$ cat src/rtl/pong_input_pkg.sv
// Shared types and constants for the joystick input path.
package pong_input_pkg;

    typedef enum logic [1:0] {
        StReleased,
        StPressPend,
        StPressed,
        StReleasePend
    } deb_state_e;

    // Raw pin level when the stick is not pushed, for active-low wiring.
    localparam logic RawReleasedActiveLow = 1'b1;

    // 10 ms at 25 MHz.
    localparam int unsigned DefaultDebounceCycles = 250000;

endpackage

$ cat src/rtl/debounce_channel.sv
// One joystick direction: 2-flop synchroniser, polarity normalisation, debounce FSM.
module debounce_channel
    import pong_input_pkg::*;
#(
    parameter int unsigned DEBOUNCE_CYCLES = DefaultDebounceCycles,
    parameter int unsigned CNT_W           = 18,
    parameter bit          RAW_ACTIVE_LOW  = 1'b1
) (
    input  logic clock,
    input  logic reset,
    input  logic raw_i,
    output logic db_d_o,
    output logic pulse_o
);

    if ((DEBOUNCE_CYCLES < 1) || (64'(DEBOUNCE_CYCLES) > (64'd1 << CNT_W))) begin : gen_cfg_err
        $error("debounce_channel: DEBOUNCE_CYCLES out of range for CNT_W");
    end

    localparam logic RelLevel = RAW_ACTIVE_LOW ? RawReleasedActiveLow : ~RawReleasedActiveLow;
    localparam logic [CNT_W-1:0] CntMax = CNT_W'(DEBOUNCE_CYCLES - 1);

    logic             sync1_q, sync2_q;
    logic             pressed;
    deb_state_e       state_q, state_d;
    logic [CNT_W-1:0] cnt_q, cnt_d;
    logic             pulse_q, pulse_d;

    assign pressed = RAW_ACTIVE_LOW ? ~sync2_q : sync2_q;

    always_comb begin
        state_d = state_q;
        cnt_d   = cnt_q;
        pulse_d = 1'b0;
        case (state_q)
            StReleased: begin
                if (pressed) begin
                    state_d = StPressPend;
                    cnt_d   = '0;
                end
            end
            StPressPend: begin
                if (!pressed) begin
                    state_d = StReleased;
                    cnt_d   = '0;
                end else if (cnt_q == CntMax) begin
                    state_d = StPressed;
                    cnt_d   = '0;
                    pulse_d = 1'b1;
                end else begin
                    cnt_d = cnt_q + 1'b1;
                end
            end
            StPressed: begin
                if (!pressed) begin
                    state_d = StReleasePend;
                    cnt_d   = '0;
                end
            end
            StReleasePend: begin
                if (pressed) begin
                    state_d = StPressed;
                    cnt_d   = '0;
                end else if (cnt_q == CntMax) begin
                    state_d = StReleased;
                    cnt_d   = '0;
                end else begin
                    cnt_d = cnt_q + 1'b1;
                end
            end
            default: begin
                state_d = StReleased;
                cnt_d   = '0;
            end
        endcase
    end

    always_ff @(posedge clock) begin
        if (reset) begin
            sync1_q <= RelLevel;
            sync2_q <= RelLevel;
            state_q <= StReleased;
            cnt_q   <= '0;
            pulse_q <= 1'b0;
        end else begin
            sync1_q <= raw_i;
            sync2_q <= sync1_q;
            state_q <= state_d;
            cnt_q   <= cnt_d;
            pulse_q <= pulse_d;
        end
    end

    // Next-state level so the top can register outputs on the same edge as the FSM.
    assign db_d_o  = (state_d == StPressed) || (state_d == StReleasePend);
    assign pulse_o = pulse_q;

endmodule

$ cat src/rtl/joystick_conditioner.sv
// Per-player joystick front end: two debounced channels feeding the paddle's
// active-low controls, press pulses and a conflict flag.
module joystick_conditioner
    import pong_input_pkg::*;
#(
    parameter int unsigned DEBOUNCE_CYCLES = DefaultDebounceCycles,
    parameter int unsigned CNT_W           = 18,
    parameter bit          RAW_ACTIVE_LOW  = 1'b1
) (
    input  logic clock,
    input  logic reset,
    input  logic raw_up,
    input  logic raw_down,
    output logic control_up,
    output logic control_down,
    output logic press_up_pulse,
    output logic press_down_pulse,
    output logic conflict
);

    logic up_db_d, down_db_d;
    logic ctrl_up_q, ctrl_down_q, conflict_q;

    debounce_channel #(
        .DEBOUNCE_CYCLES(DEBOUNCE_CYCLES),
        .CNT_W          (CNT_W),
        .RAW_ACTIVE_LOW (RAW_ACTIVE_LOW)
    ) u_up (
        .clock  (clock),
        .reset  (reset),
        .raw_i  (raw_up),
        .db_d_o (up_db_d),
        .pulse_o(press_up_pulse)
    );

    debounce_channel #(
        .DEBOUNCE_CYCLES(DEBOUNCE_CYCLES),
        .CNT_W          (CNT_W),
        .RAW_ACTIVE_LOW (RAW_ACTIVE_LOW)
    ) u_down (
        .clock  (clock),
        .reset  (reset),
        .raw_i  (raw_down),
        .db_d_o (down_db_d),
        .pulse_o(press_down_pulse)
    );

    // Both pressed: release both controls so the paddle stops instead of picking a side.
    always_ff @(posedge clock) begin
        if (reset) begin
            ctrl_up_q   <= 1'b1;
            ctrl_down_q <= 1'b1;
            conflict_q  <= 1'b0;
        end else begin
            ctrl_up_q   <= ~(up_db_d & ~down_db_d);
            ctrl_down_q <= ~(down_db_d & ~up_db_d);
            conflict_q  <= up_db_d & down_db_d;
        end
    end

    assign control_up   = ctrl_up_q;
    assign control_down = ctrl_down_q;
    assign conflict     = conflict_q;

endmodule

$ cat config.mk
export PLATFORM = sky130hd
export DESIGN_NAME = joystick_conditioner
export DESIGN_NICKNAME = d
export VERILOG_FILES = /design/src/rtl/pong_input_pkg.sv /design/src/rtl/debounce_channel.sv /design/src/rtl/joystick_conditioner.sv
export SDC_FILE = /design/constraint.sdc
export NUM_CORES = 1
export LEC_CHECK = 0
export ABC_AREA = 1
export CAP_MARGIN = 40
export CORE_ASPECT_RATIO = 1.25
export CORE_UTILIZATION = 28
export CTS_CLUSTER_SIZE = 16
export DETAILED_ROUTE_END_ITERATION = 12
export PLACE_DENSITY = 0.46
export SETUP_SLACK_MARGIN = 0.1
export SLEW_MARGIN = 20
export SYNTH_ARGS = -nofsm -noshare
export SYNTH_HDL_FRONTEND = slang
export SYNTH_SLANG_ARGS = --single-unit
$ cat constraint.sdc
create_clock -name clock -period 3.11 [get_ports clock]
set_input_delay 0.622 -clock clock [delete_from_list [all_inputs] [get_ports clock]]
set_output_delay 0.622 -clock clock [all_outputs]
set_load 0.05 [all_outputs]
==> metrics.txt <==
status=finished, final reports clean; core area=9659 sq um; Sum Neg Setup Slack=0 ns; crit end category=register; final wirelength=6420 microns; Slowest cell on crit path=inv_1; WL/cell=11.76 microns; Net Count, Synth=419; via count of the routed design=2461; largest net degree at the start of global routing=22; Clk Latency, worst-skew pair=0.28 ns; cells after synthesis=413; post-route cell area=3164 sq um; CTS clk-pin slew, worst paths=0.07 ns; family with the most delay on the worst path=buffers and inverters; Antenna Nets Post-Route=0; mean post-synth cell area=6.765 sq um; area grow syn2layout=13.26%; io pins=9; post-cts sizing count=0; cell row count=40; Startpoint Class=primary input; Post-synth EDFFs=0; critical path fanouts, max=21; vias in the first global route=2360; n_diodes=0; Die X=91.35 microns; Seq cells post-synth=49; Max Buffers Root-to-Sink=2; Final Hold Fails=0; Worst VDD drop=266.7 uV; CTS tree=done; MaxCap Viol Count=0; setup violators final=0; ys flop type=dfxtp_1; DP Area=2974 sq um; final slew viol count=0; CTS root buf=clkbuf_16; # Post-CTS Setup Buffers=0; Setup CP Type=primary input to register; layout cell share with drive strength beyond 1=13.81%; crit path time final=2.075 ns; CTS Buf Count=5; crit-path cells=clkdlybuf4s50_1 > buf_4 > inv_1 > nand2_1 > nor2_1; Total GRT Usage=13.63%; clk_skew=0.005847 ns; DRC=0; Buf+Inv Stages, Crit Path=3; DP HPWL=4750 microns; Post-Syn Area=2794 sq um; initial DRC count=87; Synth async-reset ratio=0%; Leakage=0.001273 uW; Worst-Margin Slew=0.7991 ns; IO Port Bufs=8; CTS H-tree depth=2; CTS sink count=49; Vias/cell=4.507; Starting Density=28.92%; die area=10380 sq um; final hold slack=0.4093 ns; Worst EP required=3.32 ns; Yosys warning total=0; highest clock rate=0.4820 GHz; dpl ws=0.7347 ns; sequential share of the synthesized area=35.11%; GP Congestion=0.7852; slew margin rel.=46.67%; fin worst setup slack=1.035 ns; hold crit path type=register to register; crit share post-route=66.72%; Power per Cell Area=436.7 nW/um^2; die height=113.7 microns; RSZ-0062 raised after global routing=no; Synth cell types=30; total power=1382 uW; crit-path max cell delay=0.61 ns; CP arrival=2.29 ns; nets@finish=425; hold_buf cts=0; first-pass GRT wire length=11180 microns; TritonRoute pass-1 iters=4; initial antenna violation count=0; GRT overflow=0
[cell families after synthesis]
logic type	Yosys count	share of synthesized area (%)
AND/OR/NAND/NOR	257	45.68
adder cells (fa/ha/maj)	2	0.8955
XOR/XNOR	8	2.508
flip-flops	49	35.11
buffers and inverters	70	10.39
AO/OA/AOI/OAI	27	5.419
[state kept, by name, indices dropped and copies added (netlist names), 2 cells and up]
register        cells
u_down.cnt_q       18
u_down.state_q      2
u_up.cnt_q         18
u_up.state_q        2
[report_power, final]
part           switching (uW)  internal (uW)  total [uW]
logic                    37.4           12.8        50.2
registers                2.85            630         633
clock network             239            460         698
[cells in the mapped netlist, drive strengths merged (3+ instances only)]
cell	count	share of area, %
nand3	49	9.1
nand4	13	3.1
buf	8	2.1
xor2	6	1.9
dfxtp	49	35
or2	4	0.90
o21ai	8	1.6
nand2	105	16
nor3	15	4.1
inv	60	8.1
o21bai	3	0.81
a21oi	14	2.5
nor2	71	12
[final timing paths]
path              cells past startpoint  slack, ns                      endpoint                    startpoint
setup / recovery                      5       1.04  u_down.cnt_q[5]$_SDFFE_PP0P_                         reset
hold / removal                        1       0.41       u_up.sync2_q$_SDFF_PP1_       u_up.sync1_q$_SDFF_PP1_
setup reg to reg                      8       1.17  u_down.cnt_q[5]$_SDFFE_PP0P_  u_down.state_q[1]$_SDFF_PP0_
hold reg to reg                       1       0.41       u_up.sync2_q$_SDFF_PP1_       u_up.sync1_q$_SDFF_PP1_
[metrics by stage]
stage | util [%] | cells
6_report | 32.76 | 546
5_1_grt | 32.76 | 546
4_1_cts | 32.76 | 546
3_5_place_dp | 30.79 | 538
3_3_place_gp | 30.79 | 538
2_1_floorplan | - | 413
[layout make-up]
type | instances | area, sq um
fill | 1051 | 6495
multi-input combinational | 294 | 1523
sequential | 49 | 980.9
inverter | 60 | 225.2
tap | 126 | 157.7
clock buffer | 5 | 125.1
timing repair buffer | 9 | 87.58
clock inverter | 3 | 65.06
[per-layer routing]
layer	routed length, microns	part of all wire [%]	global-route usage (%)
met3	114	1.8	2.267
met1	2927	46	15.52
met2	3313	52	25.56
met5	0	0	0
met4	66	1.0	4.762
[worst reg2reg max path: cells and delay by family (launching register included)]
kind | cells | cell delay (ns)
DFF | 1 | 0.39
buffers and inverters | 2 | 0.33
and+or+nand+nor | 5 | 0.95
AOI/OAI and AO/OA | 1 | 0.20
[cell usage in the layout (no fill, tap or decap)]
| cell type | Yosys | routed |
|---|---|---|
| o21bai_1 | 3 | 3 |
| buf_4 | 0 | 1 |
| nand3_1 | 47 | 47 |
| nand2_1 | 93 | 93 |
| xor2_1 | 6 | 6 |
| inv_2 | 6 | 6 |
| ha_1 | 2 | 2 |
| bufinv_16 | 0 | 2 |
| nor3_2 | 8 | 8 |
| nand3_2 | 2 | 2 |
| dfxtp_1 | 49 | 49 |
| o21ai_1 | 2 | 2 |
| o21a_1 | 1 | 1 |
| a21o_1 | 1 | 1 |
| nand4_1 | 12 | 12 |
| o21ai_0 | 5 | 5 |
| nand2_4 | 4 | 4 |
| o21ai_2 | 1 | 1 |
| nor2_1 | 56 | 56 |
| or2_2 | 4 | 4 |
| xnor2_1 | 2 | 2 |
| a21oi_1 | 14 | 14 |
| nor2_4 | 9 | 9 |
| nor2_2 | 6 | 6 |
| nand2_2 | 8 | 8 |
| nor3_1 | 7 | 7 |
| clkinv_2 | 0 | 1 |
| clkdlybuf4s50_1 | 0 | 8 |
| inv_1 | 54 | 54 |
| nand4_2 | 1 | 1 |
| clkbuf_16 | 0 | 5 |
(Power assumes the default switching activity.)
